**src/rtl/alarm_trigger_ctrl.sv**
```systemverilog
`default_nettype none
// ============================================================================
// Module   : alarm_trigger_ctrl
// Purpose  : Rings the buzzer on a new time/alarm digit match; handles stop,
//            snooze (limited count) and ring timeout in tick units.
//            Optional macro ALARM_TRIGGER_BUZZER_PULSE_EN: beep at tick rate.
// Revision : 1.0 - initial release
// ============================================================================
module alarm_trigger_ctrl #(
    parameter int NUM_DIGITS   = 4,
    parameter int SNOOZE_TICKS = 300,
    parameter int RING_TIMEOUT = 120,
    parameter int MAX_SNOOZES  = 3
) (
    input  logic                             clk,
    input  logic                             resetn,
    input  logic [4*NUM_DIGITS-1:0]          time_digits,
    input  logic [4*NUM_DIGITS-1:0]          alarm_digits,
    input  logic                             alarm_en,
    input  logic                             tick,
    input  logic                             snooze_btn,
    input  logic                             stop_btn,
    output logic                             buzzer,
    output logic                             ringing,
    output logic                             snoozing,
    output logic [$clog2(MAX_SNOOZES+1)-1:0] snooze_count
);

    localparam int RW = $clog2(RING_TIMEOUT + 1);
    localparam int SW = $clog2(SNOOZE_TICKS + 1);
    localparam int CW = $clog2(MAX_SNOOZES + 1);

    localparam logic [RW-1:0] c_ring_last  = RW'(RING_TIMEOUT - 1);
    localparam logic [SW-1:0] c_snz_load   = SW'(SNOOZE_TICKS);
    localparam logic [SW-1:0] c_snz_last   = SW'(1);
    localparam logic [CW-1:0] c_max_snooze = CW'(MAX_SNOOZES);

    typedef enum logic [1:0] {
        ST_IDLE    = 2'd0,
        ST_RINGING = 2'd1,
        ST_SNOOZE  = 2'd2
    } state_t;

    state_t          r_state;
    state_t          w_state_nxt;
    logic [RW-1:0]   r_ring_cnt;
    logic [RW-1:0]   w_ring_cnt_nxt;
    logic [SW-1:0]   r_snz_cnt;
    logic [SW-1:0]   w_snz_cnt_nxt;
    logic [CW-1:0]   r_snooze_count;
    logic [CW-1:0]   w_snooze_count_nxt;
    logic            r_match_d;
    logic            r_buzzer;
    logic            r_ringing;
    logic            r_snoozing;
    logic            w_match_now;
    logic            w_match_rise;
    logic            w_buzzer_nxt;

    // Edge-detect on the match so an already-matching minute never (re)rings.
    assign w_match_now  = (time_digits == alarm_digits);
    assign w_match_rise = w_match_now & ~r_match_d;

    always_comb begin
        w_state_nxt        = r_state;
        w_ring_cnt_nxt     = r_ring_cnt;
        w_snz_cnt_nxt      = r_snz_cnt;
        w_snooze_count_nxt = r_snooze_count;

        if (!alarm_en) begin
            w_state_nxt        = ST_IDLE;
            w_ring_cnt_nxt     = '0;
            w_snz_cnt_nxt      = '0;
            w_snooze_count_nxt = '0;
        end else begin
            case (r_state)
                ST_IDLE: begin
                    if (w_match_rise) begin
                        w_state_nxt        = ST_RINGING;
                        w_ring_cnt_nxt     = '0;
                        w_snooze_count_nxt = '0;
                    end
                end
                ST_RINGING: begin
                    if (stop_btn) begin
                        w_state_nxt        = ST_IDLE;
                        w_ring_cnt_nxt     = '0;
                        w_snooze_count_nxt = '0;
                    end else if (snooze_btn && (r_snooze_count < c_max_snooze)) begin
                        w_state_nxt        = ST_SNOOZE;
                        w_snz_cnt_nxt      = c_snz_load;
                        w_snooze_count_nxt = r_snooze_count + CW'(1);
                    end else if (tick) begin
                        if (r_ring_cnt == c_ring_last) begin
                            w_state_nxt        = ST_IDLE;
                            w_ring_cnt_nxt     = '0;
                            w_snooze_count_nxt = '0;
                        end else begin
                            w_ring_cnt_nxt = r_ring_cnt + RW'(1);
                        end
                    end
                end
                ST_SNOOZE: begin
                    if (stop_btn) begin
                        w_state_nxt        = ST_IDLE;
                        w_snz_cnt_nxt      = '0;
                        w_snooze_count_nxt = '0;
                    end else if (tick) begin
                        if (r_snz_cnt == c_snz_last) begin
                            w_state_nxt    = ST_RINGING;
                            w_ring_cnt_nxt = '0;
                            w_snz_cnt_nxt  = '0;
                        end else begin
                            w_snz_cnt_nxt = r_snz_cnt - SW'(1);
                        end
                    end
                end
                default: begin
                    w_state_nxt        = ST_IDLE;
                    w_ring_cnt_nxt     = '0;
                    w_snz_cnt_nxt      = '0;
                    w_snooze_count_nxt = '0;
                end
            endcase
        end
    end

`ifdef ALARM_TRIGGER_BUZZER_PULSE_EN
    // Start high on entry, flip on each tick that keeps us ringing.
    always_comb begin
        w_buzzer_nxt = 1'b0;
        if (w_state_nxt == ST_RINGING) begin
            if (r_state != ST_RINGING) begin
                w_buzzer_nxt = 1'b1;
            end else if (tick) begin
                w_buzzer_nxt = ~r_buzzer;
            end else begin
                w_buzzer_nxt = r_buzzer;
            end
        end
    end
`else
    always_comb begin
        w_buzzer_nxt = (w_state_nxt == ST_RINGING);
    end
`endif

    always_ff @(posedge clk) begin
        if (!resetn) begin
            r_state        <= ST_IDLE;
            r_ring_cnt     <= '0;
            r_snz_cnt      <= '0;
            r_snooze_count <= '0;
            r_match_d      <= 1'b0;
            r_buzzer       <= 1'b0;
            r_ringing      <= 1'b0;
            r_snoozing     <= 1'b0;
        end else begin
            r_state        <= w_state_nxt;
            r_ring_cnt     <= w_ring_cnt_nxt;
            r_snz_cnt      <= w_snz_cnt_nxt;
            r_snooze_count <= w_snooze_count_nxt;
            r_match_d      <= w_match_now;
            r_buzzer       <= w_buzzer_nxt;
            r_ringing      <= (w_state_nxt == ST_RINGING);
            r_snoozing     <= (w_state_nxt == ST_SNOOZE);
        end
    end

    assign buzzer       = r_buzzer;
    assign ringing      = r_ringing;
    assign snoozing     = r_snoozing;
    assign snooze_count = r_snooze_count;

endmodule
`default_nettype wire

```
**config.mk**
```make
export PLATFORM = sky130hd
export DESIGN_NAME = alarm_trigger_ctrl
export DESIGN_NICKNAME = d
export VERILOG_FILES = /design/src/rtl/alarm_trigger_ctrl.sv
export SDC_FILE = /design/constraint.sdc
export NUM_CORES = 1
export LEC_CHECK = 0
export ABC_AREA = 1
export BUFFER_PORTS_ARGS = -buffer_cell sky130_fd_sc_hd__buf_2
export CORE_UTILIZATION = 25
export DETAILED_ROUTE_END_ITERATION = 12
export PLACE_DENSITY = 0.49
export SYNTH_ARGS = -nofsm -noshare
export SYNTH_HDL_FRONTEND = slang
export SYNTH_SLANG_ARGS = --single-unit
```
**constraint.sdc**
```tcl
create_clock -name clk -period 2.41 [get_ports clk]
set_input_delay 0.1205 -clock clk [delete_from_list [all_inputs] [get_ports clk]]
set_output_delay 0.1205 -clock clk [all_outputs]
set_load 0.03 [all_outputs]
```
# After elaboration in Yosys (flattened, before gate mapping)
# Cells that the tools add are included.
word_totals:
  elab_cells: 71
  reg_bits: 23
  input_bits: 38
  out_inout_bits: 5
classes:
  bitwise_logic: 3
  n_lt_le_gt_ge: 1
  n_addsub: 3
  n_reduce_logical: 6
  n_eq_ne: 19
  mux: 32
op_table:
  columns: ["op", "n"]
  rows:
  - ["$mux 7", 8]
  - ["$mux 9", 5]
  - ["$mux 2", 15]
  - ["$pmux 9 s3", 1]
  - ["$pmux 7 s3", 1]
  - ["$eq 16x16->1", 1]
  - ["$ne 2x2->1 const B", 7]
  - ["$pmux 2 s3", 2]
  - ["$eq 9x1->1 const B", 1]
  - ["$ne 3x3->1 const B", 3]
  - ["$sub 9x1->9 const B", 1]
  - ["$ne 4x4->1 const B", 2]
  - ["$reduce_and 4->1", 2]
  - ["$add 7x1->7 const B", 1]
  - ["$eq 7x7->1 const B", 1]
  - ["$reduce_and 6->1", 1]
  - ["$eq 2x1->1 const B", 2]
  - ["$eq 2x2->1 const B", 2]
  - ["$add 2x1->2 const B", 1]
  - ["$logic_not 2->1", 1]
  - ["$lt 2x2->1 const B", 1]
  - ["$not 1->1", 2]
  - ["$reduce_and 2->1", 1]
  - ["$and 1x1->1", 1]
  - ["$logic_and 1x1->1", 1]

# Logic depth before layout (Yosys ltp)
depth:
  word_depth: 8
  depth_mapped: 12
  mapped_depth_nobuf: 12

# Worst setup path after synthesis
# OpenSTA, ideal clock, no wires.
synth_path:
  path_type: "register to register"
  start: "register r_snooze_count[0] (netlist: snooze_count[0])"
  end: "register r_snz_cnt[6]"
  setup_time_ns: 0.073
  synth_period_minus_slack_ns: 1.686
  stages_incl_launch_ff: 9
  t_required_ns: 2.337
  t_arrival_ns: 1.613
  setup_slack_ns: 0.724
  cell_sequence: "dfxtp_1 > ha_1 > inv_2 > nand2_1 > o21ai_0 > nand2_2 > nor3_4 > a21oi_2 > nor3_2"
synth_via:
  elab_chain_cells: 4
synth_rtl:
  columns: ["item", "line_no", "source"]
  rows:
  - ["start: declaration", "50", "logic [CW-1:0] r_snooze_count;"]
  - ["start signal: assignment", "162", "r_snooze_count <= w_snooze_count_nxt;"]
  - ["$lt 2x2->1", "89", "end else if (snooze_btn && (r_snooze_count < c_max_snooze)) begin"]
  - ["$logic_and 1x1->1", "89", null]
  - ["$ne 2x2->1 (no line)", null, null]
  - ["$reduce_and 4->1 (no line)", null, null]
  - ["end signal: assignment", "161", "r_snz_cnt <= w_snz_cnt_nxt;"]
  - ["end: declaration", "48", "logic [SW-1:0] r_snz_cnt;"]
# No other way between the ends.
# A chain may end at the register's enable or synchronous reset.

# Worst setup path in the final report
layout_path:
  start: "register r_state[1]"
  end: "register r_ring_cnt[5]"
layout_via:
  elab_chain_cells: 3
  word_cells_on_any_way: 11
  cone_classes: "eq/ne: 8; mux: 1; reduce/logical: 2"
layout_rtl:
  columns: ["item", "line_no", "source"]
  rows:
  - ["start: declaration", "44", "state_t r_state;"]
  - ["start signal: assignment", "159", "r_state <= w_state_nxt;"]
  - ["$eq 2x1->1 (tied with other cells)", "76", "case (r_state)"]
  - ["$ne 3x3->1 (no line) / $ne 2x2->1 (equally long branches)", null, null]
  - ["$reduce_and 6->1 (no line)", null, null]
  - ["end signal: assignment", "160", "r_ring_cnt <= w_ring_cnt_nxt;"]
  - ["end: declaration", "46", "logic [RW-1:0] r_ring_cnt;"]
# Parallel ways exist; a longest one is shown, timed or not.

==> results.tsv <==
metric	value	unit
status	completed	
YS warnings	0	
max_cap viols	0	
antenna-violating nets left	0	
CP endpoint kind	flop	
Final period util	82.7	%
Leakage	1.06	nW
Clock Latency Late Sink	0.28	ns
initial DRC count	76	
setup violators final	0	
first-pass GRT wire length	7.10	mm
DPL Wire Length	3.15	mm
GRT Util Overall	11.5	%
RSZ-0062 raised after global routing	no	
Initial Utilization	26.2	%
FMAX	0.502	GHz
top-area cell type share of the netlist area	25.5	%
#FFs+latches synth	23	
wire per inst	9.26	microns
initial antenna violation count	0	
Async SR Flop Fraction	0	%
most frequent cells in the layout	nand2_1 (78), inv_1 (43), nor2_1 (43)	
core area	6870	sq um
placed inst area	2100	sq um
Tmin final	1.99	ns
Final Hold Vio Count	0	
Slew @ Worst Pin	0.455	ns
setup tns final	0	ns
Vias	1834	
Max Fanout on Critical Path	11	
antenna diode count	0	
Total Wirelength	4.00	mm
CTS buffer count	3	
cts hold-fix bufs	0	
RePlAce Congestion	0.768	
Die Wd	86.9	microns
Slew Limit Fails	0	
NumNets Final	383	
post-route cell area	2140	sq um
Post-Syn Area	1800	sq um
CTS tree	built	
FILL cells	795	
Pwr Density	336	nW/um^2
Pre-Repair DR Iteration Count	4	
Post-synth top flop	dfxtp_1	
WS Path Type	flop to flop	
CTS resizes	0	
HP Class	input port to flop	
total power	720	uW
die area	7560	sq um
cell row count	30	
Worst-path clk slew	0.09	ns
EDFF count, synth	0	
Rel. slew slack	69.6	%
synthesis-to-layout area growth	18.8	%
CTS sink count	23	
DR DRC count	0	
via density per instance	4.25	
total gr overflow	0	
WP data arrival	2.15	ns
count of buffers from port buffering	42	
vias in the first global route	1696	
boundary pin count	43	
post-synthesis net count	340	
H-tree levels	1	
Root Driver	clkbuf_8	
crit path launch type	flop	
Mean Syn Cell Area	6.13	sq um
Post-Route Skew	0.0114	ns
layout cells sized above 1	19.6	%
synth top area cells	dfxtp_1 (26%), nand2_1 (16%), inv_1 (9.0%)	
Post-CTS Setup Repair Bufs	0	
Yosys cell types	32	
cells after synthesis	294	
largest net degree at the start of global routing	16	
maximum vdd drop	0.129	mV
die height	86.9	microns
Critical Path RT	2.57	ns
sequential fraction of the synthesis area	25.5	%
CTS Buffer Depth	2	
commonest non-fill, non-tap cell in the layout	nand2_1	
leading area contributor after synthesis	dfxtp_1	
[kinds of logic (layout without fill, tap and decap cells)]
family	after synthesis	count (layout)	synth area share, %
buffers and inverters	53	95	12.6
AND/OR/NAND/NOR	168	168	41.8
XOR/XNOR	6	6	2.92
flip-flops	23	23	25.5
adder cells (fa/ha/maj)	8	8	5.55
AO/OA/AOI/OAI	36	36	11.5
[cell type report]
type / count / area [sq um] / share of cell area [%]
Timing Repair Buffer: 43 / 218 / 10.2
Tap cell: 96 / 120 / 5.61
Clock inverter: 1 / 5.00 / 0.234
Multi-Input combinational cell: 218 / 1110 / 52.0
Inverter: 48 / 183 / 8.53
Sequential cell: 23 / 460 / 21.5
Clock buffer: 3 / 41.3 / 1.93
[per-layer routing]
metal	share of wire, %	vias up	track usage, %
li1	-	1009	-
met1	49	774	15.9
met2	45	46	18.9
met3	4.7	5	1.61
met4	0.95	0	2.88
met5	0	-	0
[synthesized netlist by cell type, types with 4 or more instances]
library cell / n
ha_1: 8
nand4_1: 5
nor2_1: 43
nand3_1: 22
dfxtp_1: 23
inv_1: 43
inv_2: 4
nor3_1: 6
nand2_1: 78
o21ai_0: 8
a21oi_1: 18
[worst max-delay path, cell delays in order (launching register included)]
cell and delay [ns]:
dfxtp_1 0.42, inv_1 0.10, ha_1 0.25, inv_2 0.15, nor2_1 0.11, inv_2 0.09, a21oi_1 0.05, a21oi_2 0.36
nand2_1 0.19, nand2_1 0.10, a21oi_1 0.05
[power by group]
part,internal (mW),leakage [nW],switching (mW)
Clock,0.116,0.0255,0.137
Combinational,0.0404,0.851,0.0476
Sequential,0.380,0.185,0.00000248
[stage by stage]
stage / util, % / std cells / worst slack [ns] / hold WS, ns
6_report: 31.2 / 432 / 0.417 / 0.0896
5_1_grt: 31.2 / 432 / 0.221 / 0.0998
4_1_cts: 31.2 / 432 / 0.427 / 0.0868
3_5_place_dp: 30.5 / 428 / 0.466 / 0.379
3_3_place_gp: 30.5 / 428 / 0.521 / 0.378
2_1_floorplan: - / 294 / 0.724 / 0.280
[path summary, 6_finish.rpt]
kind | slack, ns | depth (start not counted) | to | from
max | 0.42 | 10 | r_ring_cnt[5]$_SDFFE_PN0P_ | r_state[1]$_SDFF_PN0_
min | 0.09 | 2 | r_match_d$_SDFF_PN0_ | resetn
max reg2reg | 0.42 | 10 | r_ring_cnt[5]$_SDFFE_PN0P_ | r_state[1]$_SDFF_PN0_
min reg2reg | 0.49 | 2 | r_snz_cnt[1]$_SDFFE_PN0P_ | r_snz_cnt[1]$_SDFFE_PN0P_
[flip-flops by register name (all words and copies together), names as in the netlist]
signal	count
r_match_d	1
r_ring_cnt	7
snoozing	1
r_snz_cnt	9
ringing	1
r_state	2
snooze_count	2
No activity file was read; power rests on OpenSTA's default activity.
